--- src/rtl/midi_tx.sv ---
// rtl/midi_tx.sv - MIDI Note On/Off transmitter with 8N1 serializer and running status
`ifndef MIDI_PAYLOAD_BITS
`define MIDI_PAYLOAD_BITS 8
`endif

module midi_tx #(
  parameter int MIDI_CHANNEL   = 0,
  parameter int CLKS_PER_BIT   = 384,
  parameter bit RUNNING_STATUS = 1
) (
  input  logic                          clk_i,
  input  logic                          nrst_i,
  input  logic                          noteOnReq_i,
  input  logic                          noteOffReq_i,
  input  logic [`MIDI_PAYLOAD_BITS-1:0] note_i,
  input  logic [`MIDI_PAYLOAD_BITS-1:0] velocity_i,
  output logic                          ready_o,
  output logic                          txData_o,
  output logic                          msgDone_o
);

  localparam int BAUD_W = (CLKS_PER_BIT > 1) ? $clog2(CLKS_PER_BIT) : 1;
  localparam logic [BAUD_W-1:0] BAUD_LAST    = BAUD_W'(CLKS_PER_BIT - 1);
  localparam logic [BAUD_W-1:0] BAUD_PRELAST = BAUD_W'(CLKS_PER_BIT - 2);
  localparam logic [3:0]        CHAN         = 4'(MIDI_CHANNEL);

  typedef enum logic [1:0] {IDLE, START, DATA, STOP} state_t;

  state_t              state;
  logic [BAUD_W-1:0]   baudCnt;
  logic [2:0]          bitCnt;
  logic [1:0]          byteIdx;
  logic [7:0]          statusReg;
  logic [6:0]          noteReg;
  logic [6:0]          velReg;
  logic [7:0]          lastStatus;

  logic                accept;
  logic [7:0]          statusNext;
  logic                skipStatus;
  logic                baudEnd;
  logic                lastByte;
  logic [7:0]          curByte;

  // Bit 7 of the payload inputs is deliberately dropped (MIDI data bytes are 7-bit).
  logic unusedPayloadMsb;
  assign unusedPayloadMsb = ^{note_i[`MIDI_PAYLOAD_BITS-1:7], velocity_i[`MIDI_PAYLOAD_BITS-1:7]};

  // Request decode: Note On wins a tie; status omitted when it repeats the last one sent.
  always_comb begin
    accept     = ready_o & (noteOnReq_i | noteOffReq_i);
    statusNext = noteOnReq_i ? {4'h9, CHAN} : {4'h8, CHAN};
    skipStatus = RUNNING_STATUS && (statusNext == lastStatus);
    baudEnd    = (baudCnt == BAUD_LAST);
    lastByte   = (byteIdx == 2'd2);
  end

  // Select the byte currently on the wire.
  always_comb begin
    curByte = statusReg;
    case (byteIdx)
      2'd1:    curByte = {1'b0, noteReg};
      2'd2:    curByte = {1'b0, velReg};
      default: curByte = statusReg;
    endcase
  end

  // Message FSM: capture request, then shift start/data/stop per byte with registered outputs.
  always_ff @(posedge clk_i or negedge nrst_i) begin
    if (!nrst_i) begin
      state      <= IDLE;
      baudCnt    <= '0;
      bitCnt     <= '0;
      byteIdx    <= '0;
      statusReg  <= '0;
      noteReg    <= '0;
      velReg     <= '0;
      lastStatus <= 8'h00;
      ready_o    <= 1'b1;
      txData_o   <= 1'b1;
      msgDone_o  <= 1'b0;
    end else begin
      msgDone_o <= 1'b0;
      case (state)
        IDLE: begin
          txData_o <= 1'b1;
          ready_o  <= 1'b1;
          if (accept) begin
            noteReg   <= note_i[6:0];
            velReg    <= velocity_i[6:0];
            statusReg <= statusNext;
            byteIdx   <= skipStatus ? 2'd1 : 2'd0;
            if (!skipStatus) lastStatus <= statusNext;
            baudCnt   <= '0;
            bitCnt    <= '0;
            txData_o  <= 1'b0;
            ready_o   <= 1'b0;
            state     <= START;
          end
        end
        START: begin
          if (baudEnd) begin
            baudCnt  <= '0;
            bitCnt   <= '0;
            txData_o <= curByte[0];
            state    <= DATA;
          end else begin
            baudCnt <= baudCnt + 1'b1;
          end
        end
        DATA: begin
          if (baudEnd) begin
            baudCnt <= '0;
            if (bitCnt == 3'd7) begin
              txData_o  <= 1'b1;
              msgDone_o <= (CLKS_PER_BIT == 1) && lastByte;
              state     <= STOP;
            end else begin
              bitCnt   <= bitCnt + 3'd1;
              txData_o <= curByte[bitCnt + 3'd1];
            end
          end else begin
            baudCnt <= baudCnt + 1'b1;
          end
        end
        STOP: begin
          if (baudEnd) begin
            baudCnt <= '0;
            if (lastByte) begin
              ready_o <= 1'b1;
              state   <= IDLE;
            end else begin
              byteIdx  <= byteIdx + 2'd1;
              txData_o <= 1'b0;
              state    <= START;
            end
          end else begin
            baudCnt   <= baudCnt + 1'b1;
            msgDone_o <= (CLKS_PER_BIT > 1) && lastByte && (baudCnt == BAUD_PRELAST);
          end
        end
        default: state <= IDLE;
      endcase
    end
  end

endmodule

--- config.mk ---
export PLATFORM = sky130hd
export DESIGN_NAME = midi_tx
export DESIGN_NICKNAME = d
export VERILOG_FILES = /design/src/rtl/midi_tx.sv
export SDC_FILE = /design/constraint.sdc
export NUM_CORES = 1
export LEC_CHECK = 0
export ABC_AREA = 0
export BUFFER_PORTS_ARGS = -buffer_cell sky130_fd_sc_hd__buf_4
export CORE_ASPECT_RATIO = 1.5
export CORE_MARGIN = 2
export CORE_UTILIZATION = 57
export CTS_CLUSTER_DIAMETER = 40
export CTS_CLUSTER_SIZE = 10
export DETAILED_ROUTE_END_ITERATION = 10
export PLACE_DENSITY = 0.78
export SYNTH_ARGS = -nofsm -noshare
export SYNTH_HDL_FRONTEND = slang
export SYNTH_SLANG_ARGS = --single-unit
--- constraint.sdc ---
create_clock -name clk_i -period 2 [get_ports clk_i]
set_input_delay 0.1 -clock clk_i [delete_from_list [all_inputs] [get_ports clk_i]]
set_output_delay 0.1 -clock clk_i [all_outputs]
set_load 0.05 [all_outputs]
Yosys cells after proc, flatten, opt, wreduce, memory -nomap -nowiden
Cells that the tools add are included.
{ "word_totals": {"regBits": 49, "input_bits": 20, "output_inout_bits": 3} }
{ "op_classes": {"addsub": 3, "magnitude_cmp": 1, "n_eq_ne": 17, "muxes": 36, "bitwise_logic": 3, "n_reduce_logical": 12} }
{ "ops": {"columns": ["cell", "count"], "rows": [
  ["9-bit == test, second input constant", 2],
  ["9-bit 2-to-1 mux", 2],
  ["9-bit case mux with 2 select lines", 1],
  ["2-bit 2-to-1 mux", 8],
  ["2-bit != test, second input constant", 8],
  ["8-bit case mux with 2 select lines", 1],
  ["1-bit 2-to-1 mux", 13],
  ["3-bit 2-to-1 mux", 4],
  ["5-bit AND reduction", 2],
  ["9-bit by 1-bit adder with 9-bit output, second input constant", 1],
  ["3-bit case mux with 3 select lines", 1],
  ["8-bit == test", 1],
  ["2-bit case mux with 4 select lines", 1],
  ["4-bit AND reduction", 2],
  ["2-bit == test, second input constant", 3],
  ["3-bit AND reduction", 2],
  ["5-bit 2-to-1 mux", 1],
  ["2-bit by 1-bit == test with 1-bit output, second input constant", 2],
  ["3-bit by 4-bit less-than comparator with 1-bit output, second input constant", 1],
  ["1-bit case mux with 4 select lines", 1],
  ["2-bit case mux with 2 select lines", 1],
  ["3-bit by 1-bit adder with 3-bit output, second input constant", 1],
  ["1-bit binary-select mux with 3-bit select", 1],
  ["3-bit == test, second input constant", 1],
  ["11 further kinds", 11]
]} }

Logic depth before layout (Yosys ltp)
Gate-level depths: netlist of the first run.
{ "depth": {"word_depth": 7, "mapped_depth": 8, "mapped_depth_nobuf": 7} }

Least setup slack after synthesis of the first run
OpenSTA, ideal clock, no wires.
{ "synth_timing": {"path_type": "reg2reg", "from": "register ready_o", "to": "register baudCnt[7]", "setup_ps": 131, "arrival_ps": 1675, "required_ps": 1869, "slack_ps": 194, "path_stages_with_launch": 7, "n_path_buf": 1, "cell_sequence": "dfstp_2 o21ai_1 and2_1 buf_2 or3_1 xor2_1 nor2_1"} }
{ "synth_via": {"elab_chain_len": 2} }
{ "synth_rtl": {"columns": ["element", "line", "text"], "rows": [
  ["start: declaration", "17", "output logic ready_o,"],
  ["start signal: assignment", "79", "ready_o <= 1'b1;"],
  ["start signal: assignment", "87", "ready_o <= 1'b1;"],
  ["start signal: assignment", "97", "ready_o <= 1'b0;"],
  ["1-bit AND", "51", "accept = ready_o & (noteOnReq_i | noteOffReq_i);"],
  ["2-bit != test (no source line)", null, null],
  ["end signal: assignment", "108", "baudCnt <= baudCnt + 1'b1;"],
  ["end signal: assignment", "123", "baudCnt <= baudCnt + 1'b1;"],
  ["end signal: assignment", "138", "baudCnt <= baudCnt + 1'b1;"],
  ["end: declaration", "30", "logic [BAUD_W-1:0] baudCnt;"]
]} }
Every way passes these cells.
A chain may end at the register's enable or synchronous reset.

Worst setup path after layout of the first run
{ "layout_timing": {"from": "register state[0]", "to": "register state[1]"} }
{ "layout_via": {"elab_chain_len": 3} }
{ "layout_rtl": {"columns": ["element", "line", "text"], "rows": [
  ["start: declaration", "29", "state_t state;"],
  ["start signal: assignment", "71", "state <= IDLE;"],
  ["start signal: assignment", "98", "state <= START;"],
  ["start signal: assignment", "106", "state <= DATA;"],
  ["2-bit == test, or another cell as far along", "84", "case (state)"],
  ["2-bit != test (no source line)", null, null],
  ["5-bit AND reduction (no source line)", null, null]
]} }
Parallel ways exist; a longest one is shown, timed or not.

==> results of run 1 <==
layout by cell type, fill, tap and decap left out, types with 3 or more instances in the layout:
cell	instances
xnor2_1	3
a211oi_1	3
a21oi_1	3
buf_4	31
nand4_1	5
o21ai_0	3
inv_1	10
dlygate4sd3_1	6
nand3_1	7
nor2_1	14
dfrtp_1	35
a22oi_1	3
xor2_1	4
mux2i_1	4
ha_1	11
nand2_1	59
clkbuf_8	6
nor3_1	4
power by group:
group	switching, mW	total (mW)	internal [mW]
sequential	0	0.748	0.748
combinational	0.0207	0.0500	0.0293
clock	0.247	0.528	0.281
total	0.268	1.33	1.06
synthesized netlist by cell type, drive strengths merged (3+ instances only):
library cell  number  area (um^2)
nand4              6         43.8
mux2i              4         40.0
a22oi              3         22.5
a21oi              4         23.8
inv               10         37.5
nand2             59          221
xnor2              3         26.3
clkbuf             6         22.5
o21ai              5         28.8
nor2              16         65.1
dfrtp             35          876
nor3               4         20.0
xor2               4         35.0
ha                11          138
a211oi             3         22.5
nand3              7         35.0
flip-flops by register name, indices dropped and copies added, names as in the netlist:
signal      cells
baudCnt         9
bitCnt          3
byteIdx         2
lastStatus      2
msgDone_o       1
noteReg         7
ready_o         1
state           2
statusReg       2
txData_o        1
velReg          7
cell families after synthesis:
kind of cell / share of synthesized area
AO/OA/AOI/OAI: 0.129
XOR/XNOR: 0.0306
adder cells (fa/ha/maj): 0.0686
AND/OR/NAND/NOR: 0.241
multiplexers: 0.0331
flip-flops: 0.463
buffers and inverters: 0.0349
critical path: stages, from the launching register on:
cell and delay (ns):
dfrtp_1 0.42, inv_1 0.18, ha_1 0.29, nand2_1 0.11, a32oi_1 0.40, mux2_1 0.36
layer usage:
layer,GRT usage,up-vias
met5,0,-
met4,0.0974,0
li1,-,822
met3,0.0428,8
met1,0.281,793
met2,0.433,34
layout make-up:
type,count,share of cell area
clock buffer,8,0.0374
sequential,37,0.385
multi-input combinational,162,0.418
timing repair buffer,37,0.122
tap,42,0.0218
inverter,10,0.0156
worst max path at each step:
stage,startpoint,endpoint,slack (ns)
3_3_place_gp,state[0],state[1],0.21
6_report,state[0],state[1],0.13
5_1_grt,state[0],state[1],0.01
2_1_floorplan,ready_o,baudCnt[7],0.19
3_5_place_dp,state[0],state[1],0.18
4_1_cts,state[0],state[1],0.16
metrics by stage:
step                cell area, um^2  hold WS [ns]  utilization  total power, mW
finish                         2410       0.00260        0.712             1.33
global route                   2410        0.0108        0.712             1.37
CTS                            2410      0.000906        0.712             1.34
detailed placement             2260        0.0849        0.668            0.804
global placement               2260        0.0865        0.668            0.804
floorplan                      2010        -0.196            -            0.764
==> metrics.yaml, run 1 <==
floorplanning:
  start_util: 0.593
  die_y_um: 76.7
  die_w_um: 52.4
  dieArea_mm2: 0.00402
  coreArea_mm2: 0.00338
  io_pins: 23
  num_rows: 26
routing:
  vias: 1657
  drt_iter0_drc: 24
  met3_length_um: 120
  finalWirelength_um: 4240
  wl_met2_um: 2300
  top_layer: "met4"
  drt-wirelength-per-cell_um: 14.3
  post_drt_via_cell_ratio: 5.60
  drt_pass1_iterations: 4
  met1_length_um: 1720
  ant_nets: 0
  drc: 0
synthesis:
  yosysWarnings: 0
  synthArstFlopShare: 1.00
  synth_flop_cell: "dfrtp_1"
  synth_cell_types: 49
  netlist_area_mm2: 0.00201
  synth-edff-count: 0
  syn-num-nets: 248
  yosysSeqAreaShare: 0.463
  synth-seq-cells: 37
  synthCells: 217
  syn_avg_cell_area_um2: 9.24
setup_path:
  timing_worst_setup_path_type: "register to register"
  critPathCaptureType: "register"
  path_max_fanout: 6
  startpoint_type: "register"
  r2r_cells: 5
  r2r-end: "state[1]"
  rrSetupSlack_ns: 0.13
  cp.required_ns: 2.17
  rr_startpoint: "state[0]"
  crit_arrival_ns: 2.04
clocking:
  root_buffer: "clkbuf_8"
  ctsResizeCount: 0
  hold_buffers: 6
  clk_path_buf_depth: 2
  post_cts.repair.setup_buffers: 0
  cts_tree: "done"
  clk_latency_ns: 0.29
  htree_levels: 2
  clkTransAtPathRegs_ns: 0.07
  cts-buffers-inserted: 5
  clock-sinks: 37
sta:
  slew_headroom: 0.701
  worstMarginPinSlew_ns: 0.449
  fmax_mhz: 535
  fin_crit_ns: 1.87
  hold_viol: 0
  slew_violations: 0
  setup_viol: 0
  rsz0062_at_grt: "false"
  fin_crit_sh: 0.935
  layout_setup_ws_ns: 0.130
  finalSetupTns_ns: 0
  final.setup_skew_ns: 0.00663
global_routing:
  antenna_found_initial: 0
  grt_pass1_wl_um: 7450
  grt_pass1_vias: 1676
  grt_usage: 0.245
  overflow: 0
  grt_max_degree: 38
power:
  vdd_drop_max_mv: 0.499
  leakagePower_nw: 1.26
  p_per_area_mw_per_mm2: 551
layout:
  instances_no_fill: 296
  final_layout_size_suffix_gt1_frac: 0.189
  area_growth_pct: 20.1
  antenna_cells: 0
  nFillCells: 281
  nets: 284
  regArea_um2: 928
  multi_input_area_mm2: 0.00101
hold_path:
  min-delay-start: "velocity_i[4]"
  hold_path_end: "velReg[4]"
  hp-class: "input port to register"
  min_path_cells: 3
run_status:
  status: "completed"
job:
  drv_cap: 0
placement:
  portBuffers: 20
  gp_congestion: 0.814
  dp_cells: 282
  place_hpwl_um: 3100
  pre_cts_ws_ns: 0.180
(Power assumes the default switching activity.)
==> run 2: changes to the inputs <==
CAP_MARGIN = 20   (was default)
PLACE_DENSITY = 0.79   (was 0.78)
==> metrics.yaml, run 2 (same netlist as run 1, synthesis figures left out) <==
run_status:
  status: "completed"
global_routing:
  antenna_found_initial: 0
  grt_pass1_vias: 1705
  overflow: 0
  grt_usage: 0.246
  grt_max_degree: 38
  grt_pass1_wl_um: 7410
clocking:
  htree_levels: 2
  post_cts.repair.setup_buffers: 0
  clk_latency_ns: 0.29
  cts_tree: "done"
  cts-buffers-inserted: 5
  clkTransAtPathRegs_ns: 0.07
  clock-sinks: 37
  clk_path_buf_depth: 2
  root_buffer: "clkbuf_8"
layout:
  largest_reg_flops: 9
  nFillCells: 281
  antenna_cells: 0
  multi_input_area_mm2: 0.00101
  largest_register: "baudCnt"
  layout_common_cells: "nand2_1, dfrtp_1, buf_4"
  area_growth_pct: 21.5
  top_regs: "baudCnt x9, noteReg x7, velReg x7"
  final_layout_size_suffix_gt1_frac: 0.191
  final_common_cell: "nand2_1"
  instances_no_fill: 298
  nets: 286
  regArea_um2: 928
sta:
  slew_headroom: 0.695
  setup_viol: 0
  finalSetupTns_ns: 0
  whs_ns: 0.00172
  fmax_mhz: 554
  worstMarginPinSlew_ns: 0.457
  slew_violations: 0
  fin_crit_ns: 1.80
  rsz0062_at_grt: "false"
  fin_crit_sh: 0.902
  hold_viol: 0
  final.setup_skew_ns: 0.00579
setup_path:
  path_max_fanout: 6
  crit_arrival_ns: 1.98
  startpoint_type: "register"
  critPathCaptureType: "register"
  timing_worst_setup_path_type: "register to register"
  cp.required_ns: 2.17
floorplanning:
  die_y_um: 76.7
  dieArea_mm2: 0.00402
  die_w_um: 52.4
  io_pins: 23
  start_util: 0.593
  num_rows: 26
  coreArea_mm2: 0.00338
placement:
  portBuffers: 20
  dp_cells: 282
  place_hpwl_um: 3190
  gp_congestion: 0.854
routing:
  drc: 0
  post_drt_via_cell_ratio: 5.65
  ant_nets: 0
  drt_pass1_iterations: 7
  finalWirelength_um: 4330
  vias: 1683
  drt-wirelength-per-cell_um: 14.5
  drt_iter0_drc: 46
power:
  total_power_mw: 1.34
  leakagePower_nw: 1.27
  p_per_area_mw_per_mm2: 549
  vdd_drop_max_mv: 0.563
hold_path:
  hp-class: "input port to register"
job:
  drv_cap: 0
run 2: changes by cell type in the layout (fill, tap and decap cells not counted):
cell / before / now
dlygate4sd3_1: 6 / 8
a32oi_1: 2 / 1
a32oi_2: 0 / 1
run 2: per-layer routing:
metal,up-vias,part of all wire,track usage
li1,828,-,-
met1,809,0.39,0.264
met2,32,0.54,0.434
met3,14,0.024,0.0389
met4,0,0.039,0.138
met5,-,0,0
run 2: cell type report:
cell class                      instances  share of cell area
Multi-Input combinational cell        162               0.417
Sequential cell                        37               0.381
Timing Repair Buffer                   39               0.128
Clock buffer                            8              0.0370
Tap cell                               42              0.0216
Inverter                               10              0.0154
run 2: power by group:
part           internal [mW]  leakage [nW]  switching (mW)
Sequential             0.748         0.475               0
Combinational         0.0318         0.751          0.0215
Clock                  0.281        0.0455           0.255
run 2: worst paths after layout:
path                       cells after the start  slack (ns)     startpoint             to
hold / removal                                 3       0.002  velocity_i[1]      velReg[1]
min in group asynchronous                      2        0.30         nrst_i     baudCnt[0]
hold reg to reg                                1        0.48  lastStatus[7]  lastStatus[7]
setup reg to reg                               6        0.20       state[0]      bitCnt[2]
setup / recovery                               6        0.20       state[0]      bitCnt[2]
max in group asynchronous                      2        1.34         nrst_i       txData_o
run 2: what timing repair did:
action	in CTS	in global routing
hold endpoints to repair	42	0
hold buffers	8	0
gates resized for setup	0	1
setup endpoints to repair	0	1
run 2: critical path: stages, from the launching register on:
cell and delay (ns):
dfrtp_1 0.43, inv_1 0.14, ha_1 0.29, and2_1 0.21, nor2_2 0.19, o21ai_2 0.12
mux2_4 0.31
run 2: metrics by stage:
step	area [um^2]	utilization	worst slack, ns
5_1_grt	2440	0.720	0.0957
4_1_cts	2430	0.718	0.115
6_report	2440	0.720	0.195
3_3_place_gp	2260	0.668	0.221
2_1_floorplan	2010	-	0.194
3_5_place_dp	2260	0.668	0.137
==> run 3: changes to the inputs <==
CORE_MARGIN = 3   (was 2)
PLACE_DENSITY = 0.82   (was 0.79)
==> metrics.yaml, run 3 (same netlist as run 1, synthesis figures left out) <==
run_status:
  status: "completed"
layout:
  nFillCells: 244
  area_growth_pct: 23.1
  final_layout_size_suffix_gt1_frac: 0.195
  layout_common_cells: "nand2_1, dfrtp_1, buf_4"
  antenna_cells: 0
  largest_reg_flops: 9
  top_regs: "baudCnt x9, noteReg x7, velReg x7"
  largest_register: "baudCnt"
  final_common_cell: "nand2_1"
  nets: 287
floorplanning:
  die_y_um: 78.7
  dieArea_mm2: 0.00428
  io_pins: 23
  die_w_um: 54.4
  num_rows: 25
  start_util: 0.617
  coreArea_mm2: 0.00325
clocking:
  root_buffer: "clkbuf_8"
  clk_path_buf_depth: 2
  clkTransAtPathRegs_ns: 0.07
  clk_latency_ns: 0.29
  cts_tree: "done"
  htree_levels: 2
  cts-buffers-inserted: 5
  post_cts.repair.setup_buffers: 0
  clock-sinks: 37
global_routing:
  grt_usage: 0.229
  grt_pass1_vias: 1695
  antenna_found_initial: 0
  grt_pass1_wl_um: 7110
  overflow: 0
  grt_max_degree: 38
sta:
  setup_viol: 0
  whs_ns: 0.00378
  fmax_mhz: 564
  final.setup_skew_ns: 0.00319
  hold_viol: 0
  worstMarginPinSlew_ns: 0.452
  finalSetupTns_ns: 0
  rsz0062_at_grt: "false"
  fin_crit_ns: 1.77
  slew_headroom: 0.699
  fin_crit_sh: 0.886
  slew_violations: 0
power:
  p_per_area_mw_per_mm2: 590
  vdd_drop_max_mv: 0.509
  total_power_mw: 1.46
  leakagePower_nw: 1.29
job:
  drv_cap: 0
setup_path:
  startpoint_type: "register"
  rrSetupSlack_ns: 0.23
  cp.required_ns: 2.17
  slowest_stage: "dfrtp_1"
  crit_arrival_ns: 1.94
  path_max_fanout: 6
  path_cells: "inv_1 -> ha_1 -> nand2_1 -> a32oi_2 -> mux2_1"
  timing_worst_setup_path_type: "register to register"
  slowest_delay_ns: 0.42
  critPathCaptureType: "register"
placement:
  gp_congestion: 0.834
  place_hpwl_um: 3090
  portBuffers: 20
routing:
  drt_pass1_iterations: 4
  drc: 0
  ant_nets: 0
  finalWirelength_um: 4230
  drt-wirelength-per-cell_um: 14.2
  drt_iter0_drc: 25
  vias: 1659
  post_drt_via_cell_ratio: 5.59
hold_path:
  hp-class: "input port to register"
[run 3: area by class of cell]
cell class              instances  area, um^2  area share
multi-input cells             162        1010       0.411
clock inverters                 1        30.0      0.0122
clock buffers                   7        86.3      0.0350
well taps                      40        50.0      0.0203
flip-flops and latches         37         928       0.376
inverters                      10        37.5      0.0152
repair buffers                 40         323       0.131
[run 3: routing by layer]
layer | track usage | share of wire | wire length (um)
met2 | 0.402 | 0.54 | 2280
met5 | 0 | 0 | 0
met3 | 0.0550 | 0.029 | 122
met4 | 0.107 | 0.030 | 129
met1 | 0.243 | 0.40 | 1700
[run 3: through the flow]
step / setup slack [ns] / utilization / instance area (um^2) / instances
finish: 0.228 / 0.759 / 2470 / 297
global route: 0.0751 / 0.759 / 2470 / 297
CTS: 0.155 / 0.757 / 2460 / 297
detailed placement: 0.196 / 0.693 / 2260 / 280
global placement: 0.230 / 0.693 / 2260 / 280
floorplan: 0.194 / - / 2010 / 217
[run 3: final timing paths]
path                       cells past startpoint             to           from
max                                            5       state[1]       state[0]
min                                            3      velReg[3]  velocity_i[3]
max reg2reg                                    5       state[1]       state[0]
min reg2reg                                    1  lastStatus[7]  lastStatus[7]
max in group asynchronous                      2       txData_o         nrst_i
min in group asynchronous                      2     baudCnt[0]         nrst_i
[run 3: timing repair]
action	in CTS	in global routing
hold buffers	9	0
setup endpoints to repair	0	1
resized for setup	0	1
hold endpoints to repair	43	0
[run 3: where the power goes]
group / switching [mW] / total, mW / internal (mW)
Clock: 0.247 / 0.653 / 0.406
Combinational: 0.0221 / 0.0552 / 0.0331
Sequential: 0 / 0.748 / 0.748
[run 3: critical path, delay by kind of cell, from the launching register on]
kind | cells | cell delay (ns)
flip-flops | 1 | 0.42
buffers and inverters | 1 | 0.17
AO/OA/AOI/OAI | 1 | 0.30
adder cells (fa/ha/maj) | 1 | 0.30
AND/OR/NAND/NOR | 1 | 0.11
multiplexers | 1 | 0.36
